[src/rtl/imm_gen_stage_pkg.sv]
// Shared definitions for the immediate-generation stage: format select codes,
// skid-buffer state encoding and the datapath width legality check.
package imm_gen_stage_pkg;

  // Immediate format select codes
  localparam logic [2:0] SEL_NONE  = 3'b000;
  localparam logic [2:0] SEL_I     = 3'b001;
  localparam logic [2:0] SEL_S     = 3'b010;
  localparam logic [2:0] SEL_B     = 3'b011;
  localparam logic [2:0] SEL_U     = 3'b100;
  localparam logic [2:0] SEL_J     = 3'b101;
  localparam logic [2:0] SEL_ZIMM  = 3'b110;
  localparam logic [2:0] SEL_SHAMT = 3'b111;

  // Occupancy of the two-entry skid buffer
  typedef enum logic [1:0] {
    ST_EMPTY = 2'd0,
    ST_ONE   = 2'd1,
    ST_TWO   = 2'd2
  } state_e;

  // Only RV32 and RV64 datapaths are supported
  function automatic bit xlen_legal(int unsigned xlen);
    return (xlen == 32) || (xlen == 64);
  endfunction

endpackage

[src/rtl/imm_extend.sv]
// Combinational immediate extraction and extension for all RISC-V formats.
module imm_extend
  import imm_gen_stage_pkg::*;
#(
  parameter int XLEN  = 32,
  parameter int SEL_W = 3
) (
  input  logic [31:0]      inst,
  input  logic [SEL_W-1:0] sel,
  output logic [XLEN-1:0]  imm
);

  logic [31:0] raw;
  logic        sign_ext;
  logic        unused_opcode;

  // The opcode field never contributes to any immediate
  assign unused_opcode = ^inst[6:0];

  // Gather the 32-bit immediate for the selected format, then widen to XLEN
  always_comb begin
    raw      = 32'b0;
    sign_ext = 1'b0;
    case (sel)
      SEL_I: begin
        raw      = {{20{inst[31]}}, inst[31:20]};
        sign_ext = 1'b1;
      end
      SEL_S: begin
        raw      = {{20{inst[31]}}, inst[31:25], inst[11:7]};
        sign_ext = 1'b1;
      end
      SEL_B: begin
        raw      = {{19{inst[31]}}, inst[31], inst[7], inst[30:25], inst[11:8], 1'b0};
        sign_ext = 1'b1;
      end
      SEL_U: begin
        raw      = {inst[31:12], 12'b0};
        sign_ext = 1'b1;
      end
      SEL_J: begin
        raw      = {{11{inst[31]}}, inst[31], inst[19:12], inst[20], inst[30:21], 1'b0};
        sign_ext = 1'b1;
      end
      SEL_ZIMM: begin
        raw = {27'b0, inst[19:15]};
      end
      SEL_SHAMT: begin
        if (XLEN == 64) raw = {26'b0, inst[25:20]};
        else            raw = {27'b0, inst[24:20]};
      end
      default: begin
        raw = 32'b0;
      end
    endcase
    imm = sign_ext ? XLEN'($signed(raw)) : XLEN'(raw);
  end

endmodule

[src/rtl/imm_gen_stage.sv]
// Immediate-generation pipeline stage: extends the immediate on the input side
// and holds results in a two-entry skid buffer so in_ready can be registered
// without losing throughput.
module imm_gen_stage
  import imm_gen_stage_pkg::*;
#(
  parameter int XLEN  = 32,
  parameter int SEL_W = 3
) (
  input  logic             clk,
  input  logic             rst,
  input  logic             flush,
  input  logic             in_valid,
  output logic             in_ready,
  input  logic [31:0]      inst,
  input  logic [SEL_W-1:0] sel,
  output logic             out_valid,
  input  logic             out_ready,
  output logic [XLEN-1:0]  imm,
  output logic [SEL_W-1:0] out_sel
);

  if (!xlen_legal(XLEN)) begin : g_bad_xlen
    $error("imm_gen_stage: XLEN must be 32 or 64");
  end

  state_e           state_q, state_d;
  logic             in_ready_q, out_valid_q;
  logic [XLEN-1:0]  main_imm_q, skid_imm_q;
  logic [SEL_W-1:0] main_sel_q, skid_sel_q;
  logic [XLEN-1:0]  ext_imm;
  logic             accept, consume;
  logic             load_main_new, load_main_skid, load_skid;

  imm_extend #(
    .XLEN  (XLEN),
    .SEL_W (SEL_W)
  ) u_imm_extend (
    .inst (inst),
    .sel  (sel),
    .imm  (ext_imm)
  );

  assign accept    = in_valid & in_ready_q;
  assign consume   = out_valid_q & out_ready;
  assign in_ready  = in_ready_q;
  assign out_valid = out_valid_q;
  assign imm       = main_imm_q;
  assign out_sel   = main_sel_q;

  // Decide next occupancy and which register each entry lands in
  always_comb begin
    state_d        = state_q;
    load_main_new  = 1'b0;
    load_main_skid = 1'b0;
    load_skid      = 1'b0;
    case (state_q)
      ST_EMPTY: begin
        if (accept) begin
          state_d       = ST_ONE;
          load_main_new = 1'b1;
        end
      end
      ST_ONE: begin
        if (accept && consume) begin
          load_main_new = 1'b1;
        end else if (accept) begin
          state_d   = ST_TWO;
          load_skid = 1'b1;
        end else if (consume) begin
          state_d = ST_EMPTY;
        end
      end
      ST_TWO: begin
        if (consume) begin
          state_d        = ST_ONE;
          load_main_skid = 1'b1;
        end
      end
      default: begin
        state_d = ST_EMPTY;
      end
    endcase
  end

  // Register occupancy, handshake outputs and buffered entries; flush drops all
  always_ff @(posedge clk) begin
    if (rst) begin
      state_q     <= ST_EMPTY;
      in_ready_q  <= 1'b1;
      out_valid_q <= 1'b0;
      main_imm_q  <= '0;
      main_sel_q  <= '0;
      skid_imm_q  <= '0;
      skid_sel_q  <= '0;
    end else if (flush) begin
      state_q     <= ST_EMPTY;
      in_ready_q  <= 1'b1;
      out_valid_q <= 1'b0;
    end else begin
      state_q     <= state_d;
      in_ready_q  <= (state_d != ST_TWO);
      out_valid_q <= (state_d != ST_EMPTY);
      if (load_main_new) begin
        main_imm_q <= ext_imm;
        main_sel_q <= sel;
      end else if (load_main_skid) begin
        main_imm_q <= skid_imm_q;
        main_sel_q <= skid_sel_q;
      end
      if (load_skid) begin
        skid_imm_q <= ext_imm;
        skid_sel_q <= sel;
      end
    end
  end

endmodule

[config.mk]
export PLATFORM = sky130hd
export DESIGN_NAME = imm_gen_stage
export DESIGN_NICKNAME = d
export VERILOG_FILES = /design/src/rtl/imm_gen_stage_pkg.sv /design/src/rtl/imm_extend.sv /design/src/rtl/imm_gen_stage.sv
export SDC_FILE = /design/constraint.sdc
export NUM_CORES = 1
export LEC_CHECK = 0
export ABC_AREA = 1
export ABC_CLOCK_PERIOD_IN_PS = 3900
export CAP_MARGIN = 25
export CORE_UTILIZATION = 57
export CTS_BUF_LIST = sky130_fd_sc_hd__clkbuf_8
export DETAILED_ROUTE_END_ITERATION = 10
export GPL_TIMING_DRIVEN = 0
export PLACE_DENSITY = 0.87
export SYNTH_ARGS = -nofsm -noshare
export SYNTH_HDL_FRONTEND = slang
export SYNTH_SLANG_ARGS = --single-unit
[constraint.sdc]
create_clock -name clk -period 3.9 [get_ports clk]
set_input_delay 0.39 -clock clk [delete_from_list [all_inputs] [get_ports clk]]
set_output_delay 0.39 -clock clk [all_outputs]
set_load 0.01 [all_outputs]
# Yosys cells after proc, flatten, opt, wreduce, memory -nomap -nowiden
# Index checks and enable logic that the tools add are counted.
totals:
  in_bits: 40
  ff_bits: 74
  wordCells: 45
op_classes:
  n_eq_ne: 10
  n_reduce_logical: 7
  n_bitwise: 3
  n_mux: 18
ops:
  columns: ["operator", "count"]
  rows:
  - ["32-bit one-hot mux with 7 select lines", 1]
  - ["32-bit 2-to-1 mux", 2]
  - ["3-bit equality test (second input constant)", 4]
  - ["2-bit 2-to-1 mux", 5]
  - ["3-bit by 2-bit equality test with 1-bit output (second input constant)", 2]
  - ["1-bit 2-to-1 mux", 6]
  - ["3-bit 2-to-1 mux", 2]
  - ["2-bit one-hot mux with 3 select lines", 1]
  - ["2-bit AND reduction", 2]
  - ["2-bit nonzero test", 2]
  - ["3-bit by 1-bit equality test with 1-bit output (second input constant)", 1]
  - ["1-bit AND", 2]
  - ["2-bit by 1-bit equality test with 1-bit output (second input constant)", 1]
  - ["2-bit equality test (second input constant)", 1]
  - ["2-bit zero test", 1]
  - ["2-bit inequality test (second input constant)", 1]
  - ["1-bit one-hot mux with 2 select lines", 1]
  - ["2-bit OR reduction", 1]
  - ["1-bit logical AND", 1]
  - ["1-bit NOT", 1]

# Logic depth before layout (Yosys ltp)
# Gate-level depths: netlist of the first run.
depth:
  ltp_word: 6
  mapped_depth: 9
  mapped_depth_nobuf: 8

# By module
# Synthesis of the first run repeated with hierarchy kept, for this count alone.
unflattened:
  hier_cells: 622
  area_unflattened_um2: 3817.4
modules_own_cells:
  columns: ["module", "seq_area_each_um2", "cells_each", "n_inst", "area_per_inst_um2"]
  rows:
  - ["imm_gen_stage", 1481.4, 520, 1, 3324.4]
  - ["imm_extend", 0.0, 102, 1, 493.0]

# Worst setup path after synthesis of the first run
# Ideal clock, no wire load.
synth_path:
  path_type: "in2reg"
  start: "input sel[0]"
  end: "register skid_imm_q[20]"
  setup_time_ns: 0.132
  arrival_ns: 1.211
  setup_slack_ns: 2.557
  cell_stages: 8
  t_required_ns: 3.768
  path_cell_list: "buf_4 -> nor2_2 -> nor2_4 -> nand2_2 -> buf_2 -> nand2_1 -> nand2_1 -> a21oi_1"
synth_between:
  elab_chain_len: 2
  elab_cells_between_ends: 8
synth_rtl:
  columns: ["item", "line", "text"]
  rows:
  - ["start: declaration", "imm_gen_stage.sv:16", "input logic [SEL_W-1:0] sel,"]
  - ["3-bit equality test, or another cell as far along", "imm_extend.sv:24", "case (sel)"]
  - ["32-bit one-hot mux with 7 select lines (*)", "imm_extend.sv:24", null]
  - ["end signal: assignment", "imm_gen_stage.sv:112", "skid_imm_q <= ext_imm;"]
  - ["end: declaration", "imm_gen_stage.sv:29", "logic [XLEN-1:0] main_imm_q, skid_imm_q;"]
# Every way passes the cells marked *; elsewhere a longest branch is shown, timed or not.
# A chain may end at the register's enable or synchronous reset.

# Worst setup path after layout of the first run
layout_path:
  start: "input in_valid"
  end: "register main_imm_q[27], in the netlist imm[27]"
layout_between:
  elab_chain_len: 6
  elab_cells_between_ends: 8
layout_rtl:
  columns: ["item", "line", "text"]
  rows:
  - ["start: declaration", "imm_gen_stage.sv:13", "input logic in_valid,"]
  - ["1-bit AND (*)", "imm_gen_stage.sv:44", "assign accept = in_valid & in_ready_q;"]
  - ["1-bit logical AND", "imm_gen_stage.sv:65", "if (accept && consume) begin"]
  - ["1-bit 2-to-1 mux", "imm_gen_stage.sv:65", null]
  - ["1-bit one-hot mux with 2 select lines (*)", "imm_gen_stage.sv:57", "case (state_q)"]
  - ["2-bit nonzero test (no source line)", null, null]
  - ["2-bit AND reduction (no source line)", null, null]
  - ["end signal: assignment", "imm_gen_stage.sv:105", "main_imm_q <= ext_imm;"]
  - ["end signal: assignment", "imm_gen_stage.sv:108", "main_imm_q <= skid_imm_q;"]
  - ["end: declaration", "imm_gen_stage.sv:29", null]
# Marked as above.

==> impl_results.md, run 1 <==
* Post-route cell area at around 4800 µm²
* Max Clk Rate at between 600 and 700 MHz
* Cell Count Post-Placement at 745
* Die H at 83.6 µm
* Global-route usage over all layers at 0.285
* Slew Limit Fails at 0
* Via Count at between 3,000 and 4,000
* Setup Fix Bufs, Post-CTS at 0
* Startpoint class of the critical path: input pin
* CTS tree: done
* Synth warn at 0
* CP max FO at 10
* Number of global-route vias before repair at 3,740
* Worst r2r dst: imm[8]
* Final wirelength at 9690 µm
* H-tree Lvls at 3
* Worst vdd ir at 327 µV
* Clock power frac at 0.342
* Post-Synthesis Cell Area at 3800 µm²
* Final Hold Fails at 0
* Post-synth top cells: nand2_1, nor2_1, dfxtp_1
* Inserted Diodes at 0
* CTS max path bufs at 2
* Clk_lat worst skew at 0.35 ns
* Pin count of the biggest net entering global routing at 17
* Syn nets at 640
* DR pass1 iterations at 5
* RSZ-0062 raised after global routing: false
* Reg area at 1480 µm²
* Pwr Total at 1.70 mW
* Slew @ Worst Pin at 0.533 ns
* DR DRC count at 0
* FF-to-FF setup slack at 2.36 ns
* Synth unique cells at 21
* R2r worst-path depth at 7
* Placed cell areas at 4570 µm²
* Post-route setup TNS at 0 ns
* Crit path DAT at 1.91 ns
* Syn Inst Count at 600
* Syn Area/Cell at between 6 and 7 µm²
* Period minus WS final at 1.66 ns
* Leakage at 2.15 nW
* Critical path capture point type: register
* Sw Pwr at approximately 0.53 mW
* Clock root cell: clkbuf_8
* Crit path required time at slightly above 4 ns
* PortBufs at 68
* WL/cell at 12.7 µm
* Number of placement rows at 29
* Core box area at 6390 µm²
* Flops & latches, synth at 74
* Full die area at 6990 µm²
* Most common cell in the synthesized netlist: nand2_1
* Setup CP Type: in -> reg
* Hold WC Path Type: in -> reg
* R2r startpoint: out_valid
* Internal power at 1.18 mW
* Worst setup margin at about 2.2 ns
* PD cells at 357 nW/µm²
* Post-DR vias/cell at 5.21
* Hold Buf Count CTS at 0
* Final std cells w/o fill at 761
* TritonCTS Sinks at 74
* CP Capture Point: imm[27]
* Max_cap viols at 0
* Number of synthesized flops with an enable pin at 0
* Fin crit share at 0.426
* Fraction of synthesis flops using an asynchronous set or reset pin at 0
* Initial Util at 0.595
* Synth top area cells: dfxtp_1, nand2_1, nor2_1, a21oi_1, inv_1
* Relative slew slack at 0.645
* Initial antenna violation count at 0
* Area share of the largest cell type after synthesis at 0.390
* Placement-stage worst setup slack at 1.89 ns
* GRT Residual Overflow at 0
* Post-cts resize count at 0
* IO Count at 77
* Clock skew at 0.00675 ns
* Share of layout cells above drive strength 1 at 0.105
* Synth area leader: dfxtp_1
* DIE WIDTH at approximately 84 µm
* Post-DP HPWL at 7120 µm
* Iteration-0 DRC Markers at roughly 310
* Post-route ant nets at 0
* Seq/Total Area, Yosys at 0.390
* GP Congestion at 0.893
* Gate power share at 0.189
* Final setup fails at 0
* Layout fillers at 487
* Area Growth Syn to Fin at 25.5%
* Num CTS Buffers at 9
* Outcome: finished clean
* Sw Share at 0.309
* Global-route wire length before repair at around 16,000 µm
* CP startpoint: in_valid
* Top FF cell, synth: dfxtp_1
* Sequential share of power at 0.469
* Multi-input logic area at 1890 µm²
* Reg clk slew, reported paths at 0.09 ns
* Layout Nets at a little over 700
how the worst min path moves through the flow:
stage                   startpoint              to  slack [ns]  depth (start not counted)
floorplan            skid_imm_q[1]   skid_imm_q[1]        0.44                          2
global placement    skid_imm_q[24]  skid_imm_q[24]        0.45                          2
detailed placement      out_sel[0]      out_sel[0]        0.46                          2
CTS                         sel[0]   skid_sel_q[0]        0.35                          3
global route                sel[0]   skid_sel_q[0]        0.36                          3
finish                      sel[0]   skid_sel_q[0]        0.35                          3
placed cells by master, fill, tap and decap left out:
cell and count:
a21oi_1 51, nor2_1 84, nand2_4 3, a21oi_4 1, clkbuf_8 9, inv_1 48, nand4_1 5, nand3_1 22
inv_4 1, inv_2 2, inv_6 4, buf_6 11, clkinv_4 1, clkinv_2 1, nand2_1 240, clkbuf_1 8
buf_2 8, inv_8 2, dfxtp_1 74, nor2_4 2, a21boi_0 1, nor2_2 6, buf_4 5, nand2_2 16
clkdlybuf4s50_1 68, o21ai_0 11
through the flow:
step | util | hold slack [ns]
after floorplan | - | 0.445
after global placement | 0.716 | 0.451
after detailed placement | 0.716 | 0.455
after CTS | 0.746 | 0.353
after global routing | 0.746 | 0.365
final | 0.746 | 0.353
logic make-up (layout without fill, tap and decap cells):
logic type | Yosys count | in the layout | synth area share
DFF | 74 | 74 | 0.390
AOI/OAI and AO/OA | 64 | 64 | 0.0880
and+or+nand+nor | 378 | 378 | 0.409
buffers and inverters | 84 | 168 | 0.113
worst max-delay path, cell delays in order:
cell and delay (ns):
clkdlybuf4s50_1 0.48, nand2_1 0.08, nor2_2 0.14, nand2_4 0.11, a21oi_4 0.23, buf_4 0.22
nand2_1 0.07, nor2_1 0.11, nor2_1 0.05
registers in the layout, summed over array words and instances (netlist names):
name and cells:
state_q 2, out_valid 1, in_ready 1, skid_imm_q 32, skid_sel_q 3, imm 32, out_sel 3
per-layer routing:
layer  up-vias  track usage  part of all wire
met2       167        0.493              0.49
li1       1984            -                 -
met5         -            0                 0
met3        28       0.0376             0.066
met4         0        0.139             0.024
met1      1784        0.347              0.42
area by class of cell:
cell class	instances	area share
multi-input combinational	442	0.396
clock buffer	9	0.0260
tap	77	0.0202
inverter	52	0.0418
timing repair buffer	68	0.143
sequential	74	0.311
clock inverter	7	0.0139
buffer	32	0.0486
power by group through the flow:
stage                     logic, mW  clock network (mW)  registers [mW]
final                         0.321               0.582           0.798
after global routing          0.353               0.620           0.802
after CTS                     0.320               0.586           0.798
after detailed placement      0.317                   0           0.816
after global placement        0.312                   0           0.815
after floorplan               0.174                   0           0.827
(Power assumes the default switching activity.)
==> inputs of run 2 (changes only) <==
- ABC_CLOCK_PERIOD_IN_PS: 3900 -> 1550
- CORE_UTILIZATION: 57 -> 53
- PLACE_DENSITY: 0.87 -> 0.82
- clock period: 3.9 -> 1.55 ns (I/O delays scaled with it)
==> run 2 against run 1 <==
Critical endpoint is now skid_imm_q[15]. Clock skew is 0.00057 ns higher. Utilization is 4.3 points lower. Largest power group unchanged. Register-to-register slack worse by 2.3 ns.
==> impl_results.md, run 2 (synthesized netlist as in run 1, its figures left out) <==
* Outcome: finished clean (unchanged)
* Initial Util at 0.553 (was 0.595)
* Most frequent cells in the layout: nand2_1, nor2_1, dfxtp_1, clkdlybuf4s50_1, a21oi_1 (unchanged)
* TritonCTS Sinks at 74 (unchanged)
* Period minus WS final at 1.44 ns
* PD cells at 884 nW/µm² (was 357 nW/µm²)
* Global-route wire length before repair at 15,900 µm (was 16,200 µm)
* DIE WIDTH at 86.6 µm (was 83.6 µm)
* GP Congestion at 0.869 (was 0.893)
* PortBufs at 68 (unchanged)
* Reg clk slew, reported paths at 0.09 ns (about the same)
* Num CTS Buffers at 9 (unchanged)
* Hold Buf Count CTS at 0 (unchanged)
* Leakage at 2.15 nW (about the same)
* Fin crit share at 0.931
* Max Clk Rate at 693 MHz
* Crit path DAT at 1.72 ns (was 1.91 ns)
* Global-route usage over all layers at 0.274 (was 0.285)
* Clock root cell: clkbuf_8 (unchanged)
* Crit path required time at 1.83 ns (was 4.15 ns)
* Via Count at 3,956 (was 3,963)
* Number of global-route vias before repair at 3,471 (was 3,740)
* Setup CP Type: reg -> reg (was in -> reg)
* Cell Count Post-Placement at 764 (was 745)
* Post-DR vias/cell at 5.05 (was 5.21)
* Worst vdd ir at 568 µV (was 327 µV)
* Die H at 86.6 µm (was 83.6 µm)
* H-tree Lvls at 3 (unchanged)
* Worst hold slack at 0.118 ns (was 0.353 ns)
* Slew Limit Fails at 0 (unchanged)
* Pwr Total at 4.27 mW (was 1.70 mW)
* Layout fillers at 590 (was 487)
* Full die area at 7510 µm² (was 6990 µm²)
* WL/cell at 12.9 µm (was 12.7 µm)
* Commonest non-fill, non-tap cell in the layout: nand2_1 (unchanged)
* Final setup fails at 0 (unchanged)
* Final wirelength at 10,100 µm (was 9690 µm)
* Startpoint class of the critical path: register (was input pin)
* Layout Nets at 722 (was 719)
* Final Hold Fails at 0 (unchanged)
* Post-route ant nets at 0 (unchanged)
* Final std cells w/o fill at 783 (was 761)
* Area Growth Syn to Fin at 27.1% (was 25.5%)
* GRT Residual Overflow at 0 (unchanged)
* Clk_lat worst skew at 0.36 ns (was 0.35 ns)
* Pin count of the biggest net entering global routing at 16 (was 17)
* Iteration-0 DRC Markers at 334 (was 312)
* Critical path capture point type: register (unchanged)
* Number of placement rows at 30 (was 29)
* Share of layout cells above drive strength 1 at 0.115 (was 0.105)
* Inserted Diodes at 0 (unchanged)
* Clock skew at 0.00732 ns (was 0.00675 ns)
* DR pass1 iterations at 5 (unchanged)
* Relative slew slack at 0.636 (was 0.645)
* Slew @ Worst Pin at 0.546 ns (was 0.533 ns)
* Initial antenna violation count at 0 (unchanged)
* Max_cap viols at 0 (unchanged)
* IO Count at 77 (unchanged)
* Core box area at 6870 µm² (was 6390 µm²)
* CP max FO at 10 (unchanged)
* Hold WC Path Type: in -> reg (unchanged)
* CTS tree: done (unchanged)
* Post-DP HPWL at 7190 µm (was 7120 µm)
* CTS max path bufs at 2 (unchanged)
* DR DRC count at 0 (unchanged)
==> run 2: changes by cell type in the layout (fill, tap and decap cells not counted), sizes merged <==
| cell | change |
|---|---|
| inv | -4 |
| clkinvlp | +3 |
| nor2 | +1 |
| clkinv | +1 |
| clkbuf | +2 |
==> run 2: metrics by stage <==
| step | area, µm² | worst slack (ns) | utilization | setup TNS [ns] |
|---|---|---|---|---|
| final | 4830 | 0.106 | 0.703 | 0 |
| after global routing | 4830 | -0.00690 | 0.703 | -0.0114 |
| after CTS | 4780 | 0.0358 | 0.696 | 0 |
| after detailed placement | 4600 | -0.229 | 0.669 | -10.99 |
| after global placement | 4600 | -0.193 | 0.669 | -8.91 |
| after floorplan | 3800 | 0.237 | - | 0 |
==> run 2: metal layers <==
metal / track usage / part of all wire / vias up
met1: 0.343 / 0.43 / 1785
met4: 0.0894 / 0.018 / 0
met3: 0.0543 / 0.066 / 19
met5: 0 / 0 / -
met2: 0.473 / 0.49 / 155
li1: - / - / 1997
==> run 2: final timing paths <==
path | start | to | slack, ns | cells after the start
worst min-delay path | sel[0] | skid_sel_q[0] | 0.12 | 3
worst max register to register | out_valid | skid_imm_q[15] | 0.11 | 8
worst max-delay path | out_valid | skid_imm_q[15] | 0.11 | 8
worst min register to register | skid_sel_q[0] | skid_sel_q[0] | 0.47 | 2
==> run 2: final cells by class <==
type / instances / area, µm² / area share
sequential: 74 / 1480 / 0.307
multi-input combinational: 443 / 1900 / 0.393
clock inverter: 7 / 61.3 / 0.0127
timing repair buffer: 70 / 696 / 0.144
tap: 96 / 120 / 0.0249
clock buffer: 9 / 124 / 0.0257
inverter: 52 / 203 / 0.0420
buffer: 32 / 241 / 0.0500
==> run 2: what timing repair did <==
action / CTS / global route
buffers inserted: 0 / 2
setup endpoints to repair: 0 / 30
resized for setup: 0 / 9
==> run 2: power by group <==
part	leakage, nW	total [mW]	internal [mW]	switching, mW
clock	0.0884	1.43	0.608	0.825
combinational	1.46	0.826	0.363	0.463
sequential	0.603	2.01	1.97	0.0370
==> run 2: critical path, stage by stage (launching register included) <==
cell and delay [ns]:
dfxtp_1 0.33, nand2_2 0.10, nand2_2 0.10, nor2_2 0.17
nand2_2 0.13, clkinv_2 0.17, buf_6 0.17, nand2_1 0.06
a21oi_1 0.14
